**config.mk**
```make
export PLATFORM = sky130hd
export DESIGN_NAME = fetch_unit
export DESIGN_NICKNAME = d
export VERILOG_FILES = /design/src/rtl/rv32_fetch_pkg.sv /design/src/rtl/fetch_timeout_counter.sv /design/src/rtl/fetch_unit.sv
export SDC_FILE = /design/constraint.sdc
export NUM_CORES = 1
export LEC_CHECK = 0
export BUFFER_PORTS_ARGS = -buffer_cell sky130_fd_sc_hd__buf_2
export CORE_ASPECT_RATIO = 1.75
export CORE_MARGIN = 4
export CORE_UTILIZATION = 40
export DETAILED_ROUTE_END_ITERATION = 12
export PLACE_DENSITY = 0.68
export SKIP_CTS_REPAIR_TIMING = 1
export SLEW_MARGIN = 20
export SYNTH_ARGS = -nofsm -noshare
export SYNTH_HDL_FRONTEND = slang
export SYNTH_SLANG_ARGS = --single-unit
```
**constraint.sdc**
```tcl
create_clock -name clock -period 2.49 [get_ports clock]
set_input_delay 0.498 -clock clock [delete_from_list [all_inputs] [get_ports clock]]
set_output_delay 0.498 -clock clock [all_outputs]
set_load 0.01 [all_outputs]
```
**src/rtl/rv32_fetch_pkg.sv**
```systemverilog
// Shared types and constants for the instruction fetch unit.
package rv32_fetch_pkg;

  typedef enum logic [2:0] {
    IDLE  = 3'd0,
    REQ   = 3'd1,
    WAIT  = 3'd2,
    VALID = 3'd3,
    DRAIN = 3'd4,
    FAULT = 3'd5
  } fetch_state_t;

  typedef enum logic [1:0] {
    FC_NONE     = 2'b00,
    FC_MISALIGN = 2'b01,
    FC_TIMEOUT  = 2'b10
  } fault_cause_t;

  // Instructions are word aligned: any set bit under this mask is a fault.
  localparam logic [1:0] INSTR_ALIGN_MASK = 2'b11;

  function automatic logic is_misaligned(input logic [1:0] addr_lsb);
    return (addr_lsb & INSTR_ALIGN_MASK) != 2'b00;
  endfunction

endpackage

```
**src/rtl/fetch_timeout_counter.sv**
```systemverilog
// Counts cycles spent waiting on a memory response; flags when the limit is hit.
module fetch_timeout_counter #(
  parameter int unsigned TIMEOUT_CYCLES = 255,
  parameter int unsigned CNT_W          = 8
) (
  input  logic clock,
  input  logic reset,
  input  logic clear,
  input  logic enable,
  output logic expired
);

  localparam logic [CNT_W:0] LIMIT = (CNT_W + 1)'(TIMEOUT_CYCLES);

  logic [CNT_W-1:0] count;
  logic [CNT_W:0]   count_inc;

  assign count_inc = {1'b0, count} + (CNT_W + 1)'(1);

  // Expiry is judged on the value the current waiting cycle would bring the count to,
  // so a limit of N ends the wait after exactly N cycles. Zero disables it.
  assign expired = (TIMEOUT_CYCLES != 0) && (count_inc == LIMIT);

  always_ff @(posedge clock) begin
    if (reset || clear) begin
      count <= '0;
    end else if (enable && !expired) begin
      count <= count_inc[CNT_W-1:0];
    end
  end

endmodule

```
**src/rtl/fetch_unit.sv**
```systemverilog
// Instruction fetch: single-outstanding memory reads handed to decode over valid/ready.
module fetch_unit
  import rv32_fetch_pkg::*;
#(
  parameter int unsigned XLEN           = 32,
  parameter int unsigned TIMEOUT_CYCLES = 255,
  parameter int unsigned CNT_W          = 8
) (
  input  logic            clock,
  input  logic            reset,
  input  logic [XLEN-1:0] pc_in,
  output logic            pc_en,
  input  logic            flush,
  output logic            mem_req,
  output logic [XLEN-1:0] mem_addr,
  input  logic            mem_gnt,
  input  logic            mem_rvalid,
  input  logic [XLEN-1:0] mem_rdata,
  output logic            instr_valid,
  input  logic            instr_ready,
  output logic [XLEN-1:0] instr_out,
  output logic [XLEN-1:0] instr_pc,
  output logic            fetch_fault,
  output logic [1:0]      fault_cause
);

  fetch_state_t    state, state_next;
  fault_cause_t    cause, cause_next;
  logic [XLEN-1:0] instr_q, pc_q;
  logic            cnt_clear, cnt_en, expired;
  logic            capture, latch_pc, handoff;

  fetch_timeout_counter #(
    .TIMEOUT_CYCLES(TIMEOUT_CYCLES),
    .CNT_W         (CNT_W)
  ) u_timeout (
    .clock  (clock),
    .reset  (reset),
    .clear  (cnt_clear),
    .enable (cnt_en),
    .expired(expired)
  );

  always_comb begin
    state_next = state;
    cause_next = cause;
    mem_req    = 1'b0;
    cnt_clear  = 1'b0;
    cnt_en     = 1'b0;
    capture    = 1'b0;
    latch_pc   = 1'b0;
    handoff    = 1'b0;
    case (state)
      IDLE: state_next = REQ;
      REQ: begin
        // A flush means pc_in is changing this cycle, so nothing is issued.
        if (!flush) begin
          if (is_misaligned(pc_in[1:0])) begin
            state_next = FAULT;
            cause_next = FC_MISALIGN;
          end else begin
            mem_req = 1'b1;
            if (mem_gnt) begin
              latch_pc   = 1'b1;
              cnt_clear  = 1'b1;
              state_next = WAIT;
            end
          end
        end
      end
      WAIT: begin
        if (mem_rvalid) begin
          if (flush) begin
            state_next = REQ;
          end else begin
            capture    = 1'b1;
            state_next = VALID;
          end
        end else begin
          cnt_en = 1'b1;
          if (expired) begin
            state_next = FAULT;
            cause_next = FC_TIMEOUT;
          end else if (flush) begin
            state_next = DRAIN;
          end
        end
      end
      VALID: begin
        if (flush) begin
          state_next = REQ;
        end else if (instr_ready) begin
          handoff    = 1'b1;
          state_next = REQ;
        end
      end
      DRAIN: begin
        // The abandoned response must still be absorbed before a new request.
        if (mem_rvalid) begin
          state_next = REQ;
        end else begin
          cnt_en = 1'b1;
          if (expired) begin
            state_next = FAULT;
            cause_next = FC_TIMEOUT;
          end
        end
      end
      FAULT: begin
        if (flush) begin
          state_next = REQ;
          cause_next = FC_NONE;
        end
      end
      default: state_next = IDLE;
    endcase
  end

  always_ff @(posedge clock) begin
    if (reset) begin
      state   <= IDLE;
      cause   <= FC_NONE;
      instr_q <= '0;
      pc_q    <= '0;
    end else begin
      state <= state_next;
      cause <= cause_next;
      if (capture) begin
        instr_q <= mem_rdata;
      end
      if (latch_pc) begin
        pc_q <= pc_in;
      end
    end
  end

  assign pc_en       = handoff | flush;
  assign mem_addr    = pc_in;
  assign instr_valid = (state == VALID);
  assign fetch_fault = (state == FAULT);
  assign fault_cause = cause;
  assign instr_out   = instr_q;
  assign instr_pc    = pc_q;

endmodule
```
== After elaboration in Yosys (flattened, before gate mapping) ==
Index checks and enable logic that the tools add are counted.

* $add $sub $neg: 1
* Eq/ne operators: 15
* Muxes and demuxes: 34
* Bitwise logic cells: 1
* Reduce and logical (&&, ||, !) cells: 9

{| class="wikitable"
|+ Operator list
! operator !! count
|-
| 3-bit 2-to-1 mux || 11
|-
| 3-bit case mux with 6 select lines || 1
|-
| 1-bit 2-to-1 mux || 15
|-
| 2-bit 2-to-1 mux || 6
|-
| 6-bit AND reduction || 2
|-
| 8-bit by 1-bit adder with 9-bit output, second input constant || 1
|-
| 9-bit by 8-bit equality test with 1-bit output, second input constant || 1
|-
| 2-bit != test, second input constant || 4
|-
| 3-bit by 2-bit equality test with 1-bit output, second input constant || 2
|-
| 3-bit equality test, second input constant || 2
|-
| 3-bit by 2-bit != test with 1-bit output, second input constant || 2
|-
| 2-bit case mux with 3 select lines || 1
|-
| 4-bit by 3-bit != test with 1-bit output, second input constant || 1
|-
| 3-bit by 1-bit equality test with 1-bit output, second input constant || 1
|-
| 3-bit logical NOT || 1
|-
| 3-bit != test, second input constant || 1
|-
| 3-bit nonzero test || 1
|-
| 2-bit by 1-bit != test with 1-bit output, second input constant || 1
|-
| 2-bit nonzero test || 1
|-
| 2-bit OR reduction || 1
|-
| 1-bit logical AND || 1
|-
| 1-bit logical NOT || 1
|-
| 1-bit logical OR || 1
|-
| 1-bit bitwise OR || 1
|}

* Bits in registers: 77
* Input bits: 70
* Output and inout bits: 102

== Depth between registers and ports, before layout ==
Gate-level depths: netlist of the first run.

* Word-level depth: 5
* Depth in mapped cells: 7
* Gate-level depth less buffers: 6

== Hierarchy ==
Synthesis of the first run repeated with hierarchy kept, for this count alone.

* Cell total of the unflattened synthesis: 395
* Area, all modules: 3,450.8 um^2

{| class="wikitable"
|+ Modules (own cells, without submodules)
! module !! instances !! cells each !! area each (um^2) !! sequential area each (um^2)
|-
| fetch_unit || 1 || 327 || 2,891.5 || 1,381.3
|-
| fetch_timeout_counter || 1 || 68 || 559.3 || 160.2
|}

== Worst setup path after synthesis of the first run ==
OpenSTA, ideal clock, no wires.

* Kind: input to register
* From: input port pc_in[0]
* To: register pc_q[14] (netlist: instr_pc[14])
* Library setup time: 135 ps
* Arrival: 1,700 ps
* Slack: 655 ps
* Cell stages on the path: 6
* Path buffers: 1
* Cell sequence: or3_1 -> nor3_1 -> nand2_1 -> clkbuf_1 -> nand2_1 -> a21oi_1

* Cells in the longest elaborated chain, start to end: 4

{| class="wikitable"
|+ Ends and longest elaborated chain
! item !! RTL line !! RTL
|-
| start, declared || fetch_unit.sv:11 || <nowiki>input logic [XLEN-1:0] pc_in,</nowiki>
|-
| 2-bit nonzero test || rv32_fetch_pkg.sv:23 || <nowiki>return (addr_lsb & INSTR_ALIGN_MASK) != 2'b00;</nowiki>
|-
| 1-bit 2-to-1 mux || fetch_unit.sv:58 || <nowiki>if (is_misaligned(pc_in[1:0])) begin</nowiki>
|-
| 1-bit 2-to-1 mux || fetch_unit.sv:57 || <nowiki>if (!flush) begin</nowiki>
|-
| 1-bit 2-to-1 mux || fetch_unit.sv:53 || <nowiki>case (state)</nowiki>
|-
| end signal, assigned || fetch_unit.sv:132 || <nowiki>pc_q <= pc_in;</nowiki>
|-
| end, declared || fetch_unit.sv:29 || <nowiki>logic [XLEN-1:0] instr_q, pc_q;</nowiki>
|}

Every way passes these cells.
A chain may end at the register's enable or synchronous reset.

== Worst setup path after layout of the first run ==
* From: register state[2]
* To: output port pc_en

* Cells in the longest elaborated chain, start to end: 3

{| class="wikitable"
|+ Ends and longest elaborated chain
! item !! RTL line !! RTL
|-
| start, declared || fetch_unit.sv:27 || <nowiki>fetch_state_t state, state_next;</nowiki>
|-
| start signal, assigned || fetch_unit.sv:126 || <nowiki>state <= state_next;</nowiki>
|-
| 3-bit by 2-bit equality test with 1-bit output || fetch_unit.sv:53 ||
|-
| 1-bit 2-to-1 mux || fetch_unit.sv:53 ||
|-
| 1-bit bitwise OR || fetch_unit.sv:137 || <nowiki>assign pc_en = handoff | flush;</nowiki>
|-
| end, declared || fetch_unit.sv:12 || <nowiki>output logic pc_en,</nowiki>
|}

Every way passes these cells.

==> results.cfg, run 1 <==
[outcome]
status = finished clean

[yosys]
synth.largest_area_cell = dfxtp_1
synth_top_family_by_area = simple AND/OR/NAND/NOR gates
synth.area.top_cells = dfxtp_1, nand2_1, a21oi_1, buf_4, clkbuf_1
synth-warning-count = 0
seq_area_frac_synth_pct = 45.1
synthMostInstantiatedCell = nand2_1
syn_inst = 433
synth-edff-count = 0
synth-adder-area-share_pct = 1.03
yosys.area_share.simple_pct = 24.3
synthMuxAreaShare_pct = 1.21
synth-async-reset-ratio_pct = 0
synth_nets = 505
synth-xor-area-share_pct = 1.54
ys_top_cells_by_count = nand2_1, dfxtp_1, a21oi_1
synth_compound_area_share_pct = 15.6
synth_cell_type_count = 53
synth_top_area_share_pct = 45.1
synthesis.area_um2 = 3420
synth-main-ff-cell = dfxtp_1
ys_seq_elements = 77
syn_avg_cell_area_um2 = 7.89

[clock_network]
cts_tree = done
cts_buffers = 9
h-tree-depth = 3
root_buffer = clkbuf_16
cts.path.max_buffers = 2
cts.sinks = 77
cts.clk_slew.worst_paths_ps = 60
clock_latency_ps = 330

[layout]
nets = 637
fin_util_pct = 53.9
syn_to_final_growth_pct = 31.1
final_area_um2 = 4480
drive_above_1_share_pct = 36.4
diodes = 0

[critical_path]
startpoint_type = register
critical_path_class = reg -> out
crit_arrival_ps = 1700
crit_path_end_kind = output pin
cp_data_required_time_ps = 1990
cp_max_fo = 13

[die]
num_io_pins = 172
dieWidth_um = 77.9
num_rows = 44
die-area_um2 = 10100
core_area_um2 = 8310
start_util_pct = 41.1
fp.dieH_um = 130

[pwr]
leakage_nw = 1.96
ir_worst_vdd_v = 0.000571
pwr_density_cell_nw_per_um2 = 656

[placement]
placed_cell_area_um2 = 4160
gp_congestion = 0.876
port_buffers = 171
place_hpwl_um = 7170

[drt]
drtPass1Iterations = 4
vias_per_cell = 4.92
wl_per_cell_um = 13.9
ant_nets = 0
drc = 0
drtIter0Drc = 126
vias = 3360
wl_um = 9520

[timing]
slew_headroom_pct = 49.9
max_freq_ghz = 0.456
tightest_slew_ps = 744
hold_viol_final = 0
rsz0062_at_grt = no
fin_crit_sh_pct = 88.1
fin_crit_ps = 2190
skew_ps = 8.32
fin_setup_tns_ps = 0
maxSlewViolCount = 0
setup_viol = 0

[global_route]
grt_pass1_vias = 3232
grt_overflow = 0
grt.total_usage_pct = 19.1
grt_first_pass_wirelength_um = 15300
grt_max_degree = 51
antenna_found_initial = 0

[flow_run]
maxCapViolCount = 0

[hold_path]
hold_class = in -> reg
==> cells by family after synthesis <==
kind of cell	Yosys count
fa+ha+maj	3
xor+xnor	6
mux	4
flops	77
simple gates	187
buf+inv	64
compound gates	92
==> where the power goes <==
part / total (W) / internal, W / switching, W
sequential: 0.00126 / 0.00125 / 0.0000172
clock: 0.00141 / 0.000924 / 0.000489
combinational: 0.000259 / 0.000115 / 0.000144
==> per-stage QoR <==
step / setup slack [ps] / hold WS (ps) / total power, W / cells
final: 297 / 400 / 0.00294 / 683
after global routing: 186 / 400 / 0.00305 / 683
after CTS: 294 / 395 / 0.00296 / 683
after detailed placement: 441 / 446 / 0.00155 / 669
after global placement: 514 / 439 / 0.00155 / 669
after floorplan: 655 / 465 / 0.00145 / 433
==> layout make-up <==
cell class                      instances  area, µm²
Sequential cell                        77       1540
Timing Repair Buffer                  179        941
Inverter                                6       22.5
Fill cell                             808       3830
Tap cell                              115        144
Multi-Input combinational cell        292       1510
Clock buffer                           11        253
Clock inverter                          3       68.8
==> per-layer routing <==
metal  GRT usage (%)  share of wire, %
met3            3.45               5.0
met5               0                 0
met4            11.6               3.8
met1            20.5                36
met2            34.4                56
==> state kept, by name, indices dropped and copies added, names as in the netlist <==
| name | cells |
|---|---|
| instr_out | 32 |
| instr_pc | 32 |
| u_timeout.count | 8 |
| state | 3 |
| fault_cause | 2 |
==> worst paths after layout <==
kind / start / endpoint / slack (ps) / depth (start not counted)
min: mem_rdata[18] / instr_out[18]$_SDFFE_PP0P_ / 400 / 3
max reg2reg: u_timeout.count[0]$_SDFFE_PP0P_ / u_timeout.count[1]$_SDFFE_PP0P_ / 560 / 6
min reg2reg: instr_out[19]$_SDFFE_PP0P_ / instr_out[19]$_SDFFE_PP0P_ / 450 / 2
max: state[2]$_SDFFE_PP0P_ / pc_en / 300 / 4
==> placed cells by master (no fill, tap or decap), types with 2 or more instances in the layout <==
cell	Yosys	routed
and2_1	2	2
xnor2_1	4	4
dfxtp_1	77	77
or3_1	3	3
clkbuf_8	0	2
bufinv_16	0	2
nand2b_1	4	4
nand2_1	133	133
buf_12	0	2
nor4_1	2	2
ha_1	2	2
a21oi_1	70	70
mux2i_1	3	3
o21ai_0	4	4
a21boi_0	2	2
xor2_1	2	2
o22ai_1	2	2
nand3_1	5	5
nand4_1	2	2
buf_4	33	6
a211o_1	2	2
inv_1	6	6
nor2_1	17	17
clkbuf_16	0	9
buf_2	3	171
nor3_1	5	5
==> critical path, stage by stage (launching register included) <==
cell	delay, ps
dfxtp_1	620
nand2b_1	330
nor2_1	110
a21o_1	190
buf_2	130
Note: power is estimated with default switching activity, not from simulation.
==> run 2: changes to the inputs <==
CORE_ASPECT_RATIO = not set   (was 1.75)
==> results.cfg, run 2 (synthesized netlist as in run 1, its figures left out) <==
[pwr]
pwr_density_cell_nw_per_um2 = 554
ir_worst_vdd_v = 0.000322
finalPower_w = 0.00238
leakage_nw = 1.88

[drt]
ant_nets = 0
drtIter0Drc = 199
vias = 3271
wl_um = 8860
drc = 0
vias_per_cell = 4.85
drtPass1Iterations = 4
wl_per_cell_um = 13.1

[critical_path]
ff2ff_path_depth = 5
crit_start = state[2]$_SDFFE_PP0P_
critical-path-max-stage-delay_ps = 650
startpoint_type = register
path_cells = nand2b_1, nor2_1, a21o_1, buf_2
cp_max_fo = 13
crit_arrival_ps = 1760
critical_path_class = reg -> out
slowest_stage = dfxtp_1
cp_data_required_time_ps = 1990
crit_end = pc_en
r2r_slack_ps = 560
timing.rr.end = u_timeout.count[3]$_SDFFE_PP0P_
r2r_start = state[2]$_SDFFE_PP0P_
crit_path_end_kind = output pin

[layout]
drive_above_1_share_pct = 36.6
n_fill_cell = 816
final_area_um2 = 4290
diodes = 0
mostFrequentLayoutCells = buf_2, nand2_1, dfxtp_1
nets = 636
fin_util_pct = 52.0
syn_to_final_growth_pct = 25.6
layout_commonest_cell = buf_2
seq_area_um2 = 1540
multi_input_area_um2 = 1510

[timing]
fin_crit_ps = 2260
tightest_slew_ps = 783
setup_viol = 0
rsz0062_at_grt = no
max_freq_ghz = 0.442
maxSlewViolCount = 0
hold_viol_final = 0
setup_ws_ps = 228
fin_crit_sh_pct = 90.9
skew_ps = 13.6
fin_setup_tns_ps = 0
slew_headroom_pct = 47.2

[die]
num_rows = 33
core_area_um2 = 8260
num_io_pins = 172
start_util_pct = 41.4
dieWidth_um = 100
fp.dieH_um = 100
die-area_um2 = 10100

[global_route]
grt_max_degree = 63
met1_usage_pct = 20.3
grt_util_met3_pct = 4.45
grt_first_pass_wirelength_um = 14100
busiest_layer = met2
grt_use_met2_pct = 30.2
grt_pass1_vias = 2996
grt_overflow = 0
antenna_found_initial = 0
grt.total_usage_pct = 17.1

[clock_network]
h-tree-depth = 3
cts.path.max_buffers = 2
cts.sinks = 77
cts_buffers = 9
cts_tree = done
root_buffer = clkbuf_8
cts.clk_slew.worst_paths_ps = 90
clock_latency_ps = 340

[hold_path]
hold_class = in -> reg

[placement]
pre_cts_slack_ps = 543
port_buffers = 171
placed_cell_area_um2 = 4110
place_hpwl_um = 6600
gp_congestion = 0.806

[outcome]
status = finished clean

[flow_run]
maxCapViolCount = 0
## run 2: cell type report
class,count,area share (%)
multi-input combinational,292,35.2
tap,105,3.06
clock buffer,9,2.89
inverter,6,0.525
sequential,77,35.9
clock inverter,7,1.28
timing repair buffer,178,21.2
## run 2: layer usage
layer  routed length [µm]  vias to the layer above
li1                     -                     1659
met3                  804                        4
met4                   38                        0
met2                 4400                      125
met1                 3610                     1483
met5                    0                        -
## run 2: metrics by stage
step,instances,hold WS [ps]
floorplan,433,465
global placement,658,439
detailed placement,658,440
CTS,674,363
global route,674,363
finish,674,377
## run 2: how the worst min path moves through the flow
| stage | startpoint | end | slack, ps | cells after the start |
|---|---|---|---|---|
| after global placement | instr_out[19]$_SDFFE_PP0P_ | instr_out[19]$_SDFFE_PP0P_ | 440 | 2 |
| after floorplan | u_timeout.count[0]$_SDFFE_PP0P_ | u_timeout.count[0]$_SDFFE_PP0P_ | 460 | 2 |
| after detailed placement | instr_pc[1]$_SDFFE_PP0P_ | instr_pc[1]$_SDFFE_PP0P_ | 440 | 1 |
| after CTS | mem_rdata[20] | instr_out[20]$_SDFFE_PP0P_ | 360 | 3 |
| after global routing | mem_rdata[2] | instr_out[2]$_SDFFE_PP0P_ | 360 | 3 |
| final | mem_rdata[20] | instr_out[20]$_SDFFE_PP0P_ | 380 | 3 |
## run 2: critical path: cells and delay by family, from the launching register on
kind            cells  cell delay [ps]
buf+inv             1              130
compound gates      1              190
flops               1              650
simple gates        2              450
## run 2: where the power goes
group          switching (W)  internal, W  leakage (nW)
clock network       0.000487     0.000376        0.0923
registers          0.0000220      0.00125         0.621
logic               0.000136     0.000110          1.17
total               0.000645      0.00173          1.88
